$ cat config.mk
export PLATFORM = sky130hd
export DESIGN_NAME = rf_initiator
export DESIGN_NICKNAME = d
export VERILOG_FILES = /design/src/rtl/rf_pkg.sv /design/src/rtl/rf_initiator.sv
export SDC_FILE = /design/constraint.sdc
export NUM_CORES = 1
export LEC_CHECK = 0
export ABC_AREA = 1
export CAP_MARGIN = 20
export CORE_MARGIN = 3
export CORE_UTILIZATION = 42
export CTS_CLUSTER_SIZE = 24
export DETAILED_ROUTE_END_ITERATION = 10
export PLACE_DENSITY = 0.85
export REMOVE_ABC_BUFFERS = 1
export SLEW_MARGIN = 20
export SYNTH_ARGS = -nofsm -noshare
export SYNTH_HDL_FRONTEND = slang
export SYNTH_SLANG_ARGS = --single-unit
export TNS_END_PERCENT = 10
$ cat constraint.sdc
create_clock -name clk -period 1.8 [get_ports clk]
set_input_delay 0.54 -clock clk [delete_from_list [all_inputs] [get_ports clk]]
set_output_delay 0.54 -clock clk [all_outputs]
set_load 0.05 [all_outputs]
$ cat src/rtl/rf_pkg.sv
// Purpose: shared defaults, opcode and FSM state encodings for the register-file initiator.
// Latency: n/a (types and constants only).
// Backpressure: n/a.
package rf_pkg;

  localparam int WIDTH_DEF  = 4;
  localparam int ADDR_W_DEF = 3;

  typedef enum logic [1:0] {
    OP_WRITE = 2'b00,
    OP_READ  = 2'b01,
    OP_COPY  = 2'b10,
    OP_ADD   = 2'b11
  } op_e;

  typedef enum logic [1:0] {
    S_IDLE = 2'b00,
    S_EXEC = 2'b01,
    S_WB   = 2'b10,
    S_RESP = 2'b11
  } state_e;

endpackage

$ cat src/rtl/rf_initiator.sv
// Purpose: sequences one WRITE/READ/COPY/ADD command at a time onto a register file's ports.
// Latency: accept edge to rsp_valid = 2 cycles (READ) or 3 cycles (WRITE/COPY/ADD).
// Backpressure: cmd_ready only in IDLE; response held in RESP until rsp_ready.
// Ports: cmd_* command channel (valid/ready), rf_* register-file master ports
//        (two async reads, one sync write), rsp_* response channel, ops_done counter.
module rf_initiator
  import rf_pkg::*;
#(
  parameter int WIDTH  = WIDTH_DEF,
  parameter int ADDR_W = ADDR_W_DEF,
  parameter int CNT_W  = 8
) (
  input  logic              clk,
  input  logic              rst,
  input  logic              cmd_valid,
  output logic              cmd_ready,
  input  logic [1:0]        cmd_op,
  input  logic [ADDR_W-1:0] cmd_rd,
  input  logic [ADDR_W-1:0] cmd_rs1,
  input  logic [ADDR_W-1:0] cmd_rs2,
  input  logic [WIDTH-1:0]  cmd_data,
  output logic [ADDR_W-1:0] rf_read_reg1,
  output logic [ADDR_W-1:0] rf_read_reg2,
  input  logic [WIDTH-1:0]  rf_read_data1,
  input  logic [WIDTH-1:0]  rf_read_data2,
  output logic [ADDR_W-1:0] rf_write_reg,
  output logic [WIDTH-1:0]  rf_write_data,
  output logic              rf_we,
  output logic              rsp_valid,
  input  logic              rsp_ready,
  output logic [WIDTH-1:0]  rsp_data1,
  output logic [WIDTH-1:0]  rsp_data2,
  output logic              rsp_err,
  output logic [CNT_W-1:0]  ops_done
);

  state_e              state_q, state_d;
  op_e                 op_q;
  logic [ADDR_W-1:0]   rd_q, rs1_q, rs2_q;
  logic [WIDTH-1:0]    imm_q, d1_q, d2_q;
  logic                err_q;
  logic [CNT_W-1:0]    cnt_q;

  logic                accept;
  logic                rsp_hs;
  logic [WIDTH:0]      add_sum;

  assign accept  = (state_q == S_IDLE) && cmd_valid;
  assign rsp_hs  = (state_q == S_RESP) && rsp_ready;
  // One extra bit keeps the carry out of the addition.
  assign add_sum = {1'b0, rf_read_data1} + {1'b0, rf_read_data2};

  always_comb begin
    state_d = state_q;
    case (state_q)
      S_IDLE:  if (accept) state_d = S_EXEC;
      S_EXEC:  state_d = (op_q == OP_READ) ? S_RESP : S_WB;
      S_WB:    state_d = S_RESP;
      S_RESP:  if (rsp_hs) state_d = S_IDLE;
      default: state_d = S_IDLE;
    endcase
  end

  always_ff @(posedge clk) begin
    if (rst) begin
      state_q <= S_IDLE;
      op_q    <= OP_WRITE;
      rd_q    <= '0;
      rs1_q   <= '0;
      rs2_q   <= '0;
      imm_q   <= '0;
      d1_q    <= '0;
      d2_q    <= '0;
      err_q   <= 1'b0;
      cnt_q   <= '0;
    end else begin
      state_q <= state_d;
      if (accept) begin
        op_q  <= op_e'(cmd_op);
        rd_q  <= cmd_rd;
        rs1_q <= cmd_rs1;
        rs2_q <= cmd_rs2;
        imm_q <= cmd_data;
      end
      // Read ports are driven from latched addresses during EXEC, so the
      // async read data is settled by the capturing edge.
      if (state_q == S_EXEC) begin
        case (op_q)
          OP_WRITE: begin d1_q <= imm_q;              d2_q <= '0;            end
          OP_READ:  begin d1_q <= rf_read_data1;      d2_q <= rf_read_data2; end
          OP_COPY:  begin d1_q <= rf_read_data1;      d2_q <= '0;            end
          default:  begin
            d1_q <= add_sum[WIDTH-1:0];
            d2_q <= {{(WIDTH-1){1'b0}}, add_sum[WIDTH]};
          end
        endcase
      end
      // Register 0 is not writable; flag the attempt instead.
      if ((state_q == S_WB) && (rd_q == '0)) err_q <= 1'b1;
      if (rsp_hs) begin
        err_q <= 1'b0;
        cnt_q <= cnt_q + {{(CNT_W-1){1'b0}}, 1'b1};
      end
    end
  end

  // Outputs are forced to zero while rst is high so an interrupted WB cannot
  // land a write in the register file.
  always_comb begin
    cmd_ready     = 1'b0;
    rf_read_reg1  = '0;
    rf_read_reg2  = '0;
    rf_write_reg  = '0;
    rf_write_data = '0;
    rf_we         = 1'b0;
    rsp_valid     = 1'b0;
    rsp_data1     = '0;
    rsp_data2     = '0;
    rsp_err       = 1'b0;
    ops_done      = '0;
    if (!rst) begin
      ops_done = cnt_q;
      case (state_q)
        S_IDLE: cmd_ready = 1'b1;
        S_EXEC: begin
          rf_read_reg1 = rs1_q;
          rf_read_reg2 = rs2_q;
        end
        S_WB: begin
          rf_write_reg  = rd_q;
          rf_write_data = d1_q;
          rf_we         = (rd_q != '0);
        end
        S_RESP: begin
          rsp_valid = 1'b1;
          rsp_data1 = d1_q;
          rsp_data2 = d2_q;
          rsp_err   = err_q;
        end
        default: ;
      endcase
    end
  end

endmodule

==> results.cfg <==
[job]
drv_cap = 0

[drt]
antenna_left = 0
met1_length_mm = 2.49
vias = 2264
routed-wl-met3_um = 395
drc = 0
drt-total-wl_mm = 6.64
dr_wl_met2_mm = 3.41
drt_pass1_iterations = 6
routed_via_density = 5.46
wl_per_cell_um = 16.0
drt-initial-drc-count = 257
top_layer_used = met4

[power_and_ir_drop]
pwr-share-seq = 0.344
p_leak_uw = 0.00131
switching_share = 0.413
p_switching_uw = 1290
p_int_uw = 1820
comb_power_share = 0.483
vdd_drop_max_mv = 0.701
power_density_nw_per_um2 = 932
clock_power_share = 0.173

[die]
die_height_um = 73.3
coreArea_um2 = 4170
die_w_um = 73.3
core.rowCount = 23
io_pins = 60
start_util = 0.456
die-area_um2 = 5370

[grt]
grt_pass1_wl_mm = 10.4
grt_start_max_net_pins = 25
grt_pass1_vias = 2323
antenna_found_initial = 0
grt_use_total = 0.253
grt_overflow = 0

[timing]
skew_ps = 5.37
worst_slew_pin_slew_ps = 407
max_freq_ghz = 0.517
rsz0062_at_grt = yes
fin_crit_ps = 1930
layout_worst_path_cycle_share = 1.07
hold_slack_ps = 448
slew_headroom = 0.727
fin_ws_ps = -134
setup_viol = 26
slew_viol_final = 0
hold_viol = 0

[layout]
layout.nets = 406
regArea_um2 = 688
drive_gt1_frac = 0.345
multi_input_area_um2 = 1240
final_util = 0.800
fill_cells = 248
stdcell_count = 415
area_growth_pct = 75.5
n_antenna_cell = 0

[logic_synthesis]
yosys.area_share.adder = 0.0961
synth-edff-count = 0
synthSimpleGateAreaFrac = 0.309
synthCells = 283
synth_xor_area_frac = 0
ys_warn_count = 0
synth.mux.area_fraction = 0
yosysUniqueCellTypes = 27
synth_flop_cell = dfxtp_1
yosysTopAreaCellShare = 0.358
mappedNetlistArea_um2 = 1900
async_flop_share = 0
synth_top_area_cell = dfxtp_1
yosys_register_bits = 34
synth_top_family_by_area = simple AND/OR/NAND/NOR gates
synth_compound_area_frac = 0.147
synth_area_leaders = dfxtp_1, nor2_1, nand2_1
avgSynthCellArea_um2 = 6.72
ys_seq_area_frac = 0.358

[placement]
hpwlAfterDp_mm = 4.24
dp_slack_ps = -458
gp_congestion = 0.863
io_buffers = 59
dp_cells = 402

[clock_network]
cts.htree.levels = 2
cts.sinks = 34
path_clk_slew_ps = 70
cts_tree = done
clk_latency_ps = 280
cts_hold_buf = 0
cts_buffers = 5
cts-root-buf = clkbuf_8
cts_buffer_depth = 2

[setup_path]
r2r_end = d2_q[0]$_SDFFE_PP0N_
reg2regPathDepth = 7
cp-start-kind = input pin
required_ps = 1980
crit_end = d1_q[2]$_SDFFE_PP0N_
r2r-start = state_q[0]$_SDFFE_PP0P_
crit_start = rf_read_data1[0]
r2r_slack_ps = 130
crit_arrival_ps = 2110
crit_fanout = 2
critical_path.endpoint_type = register
critPathKind = input pin to register

[status]
violations = negative setup slack
status = finished with violations

[hold_path]
hold_path_class = register to register
whs_path_depth = 2
## sequential cells by signal, indices dropped and copies added (netlist names)
signal / count
err_q: 1
rs2_q: 3
d2_q: 4
imm_q: 4
op_q: 2
rd_q: 3
state_q: 2
d1_q: 4
cnt_q: 8
rs1_q: 3
## synth_stat cells (2+ instances only)
| cell type | number |
|---|---|
| clkbuf_1 | 6 |
| nand3_1 | 12 |
| nor2_4 | 2 |
| nand2_1 | 47 |
| nor3_1 | 3 |
| or2_2 | 3 |
| nor2_1 | 60 |
| dfxtp_1 | 34 |
| a21oi_1 | 24 |
| clkinv_1 | 2 |
| buf_2 | 2 |
| inv_1 | 33 |
| o21ai_1 | 2 |
| ha_1 | 13 |
| nand4_1 | 2 |
| o21ai_0 | 25 |
| nand2_2 | 3 |
## cells in the final DEF (no fill, tap or decap), drive strengths merged
master and n:
a21oi 25, or2 4, nor2 63, clkbuf 6
nand2 50, nor3 3, o21bai 1, clkinvlp 1
o21ai 27, nand4 3, clkinv 2, clkdlybuf4s50 24
fa 1, o211ai 1, dfxtp 34, nand3 13
dlygate4sd2 1, ha 13, buf 59, inv 34
## cells by family after synthesis
kind of cell | Yosys count
and+or+nand+nor | 136
AOI/OAI and AO/OA | 54
buffers and inverters | 45
DFF | 34
adders and majority gates | 14
## layout make-up
| class | instances | area share |
|---|---|---|
| clock inverter | 1 | 0.00225 |
| timing repair buffer | 84 | 0.337 |
| tap | 50 | 0.0187 |
| inverter | 36 | 0.0435 |
| sequential | 34 | 0.206 |
| multi-input combinational | 204 | 0.371 |
| clock buffer | 6 | 0.0217 |
## worst max-delay path, cell delays in order
cell and delay [ps]:
clkdlybuf4s50_1 430, ha_2 200, fa_2 340, or2_2 300, nand3_1 80, nand3_1 90, nand2_1 80, inv_1 50
## per-layer routing
layer | global-route usage | up-vias
met1 | 0.263 | 1050
li1 | - | 1066
met4 | 0.127 | 0
met3 | 0.0643 | 38
met5 | 0 | -
met2 | 0.466 | 110
## worst min-delay path by stage
stage / startpoint / endpoint / slack [ps]
2_1_floorplan: imm_q[0]$_SDFFE_PP0P_ / imm_q[0]$_SDFFE_PP0P_ / 430
3_3_place_gp: imm_q[1]$_SDFFE_PP0P_ / imm_q[1]$_SDFFE_PP0P_ / 440
3_5_place_dp: imm_q[1]$_SDFFE_PP0P_ / imm_q[1]$_SDFFE_PP0P_ / 440
4_1_cts: imm_q[1]$_SDFFE_PP0P_ / imm_q[1]$_SDFFE_PP0P_ / 450
5_1_grt: imm_q[1]$_SDFFE_PP0P_ / imm_q[1]$_SDFFE_PP0P_ / 480
6_report: imm_q[1]$_SDFFE_PP0P_ / imm_q[1]$_SDFFE_PP0P_ / 450
## repair_timing
item | 4_1_cts | 5_1_grt
setup endpoints to repair | 35 | 28
pin swaps | 6 | 4
hold endpoints to repair | 0 | 0
setup buffers | 6 | 0
gates resized for setup | 70 | 7
gates cloned | 0 | 0
## power by group through the flow
stage | logic, uW | registers (uW) | clock network [uW]
6_report | 1500 | 1070 | 538
5_1_grt | 1600 | 1090 | 571
4_1_cts | 1410 | 1060 | 537
3_5_place_dp | 1190 | 1040 | 0
3_3_place_gp | 1150 | 1030 | 0
2_1_floorplan | 708 | 1020 | 0
## per-stage QoR
stage / setup TNS, ps / area (um^2) / total power, uW
2_1_floorplan: -9340 / 1860 / 1720
3_3_place_gp: -12030 / 2990 / 2180
3_5_place_dp: -12850 / 2990 / 2230
4_1_cts: -1380 / 3320 / 3000
5_1_grt: -2890 / 3340 / 3260
6_report: -1700 / 3340 / 3110
Note: power is estimated with default switching activity, not from simulation.
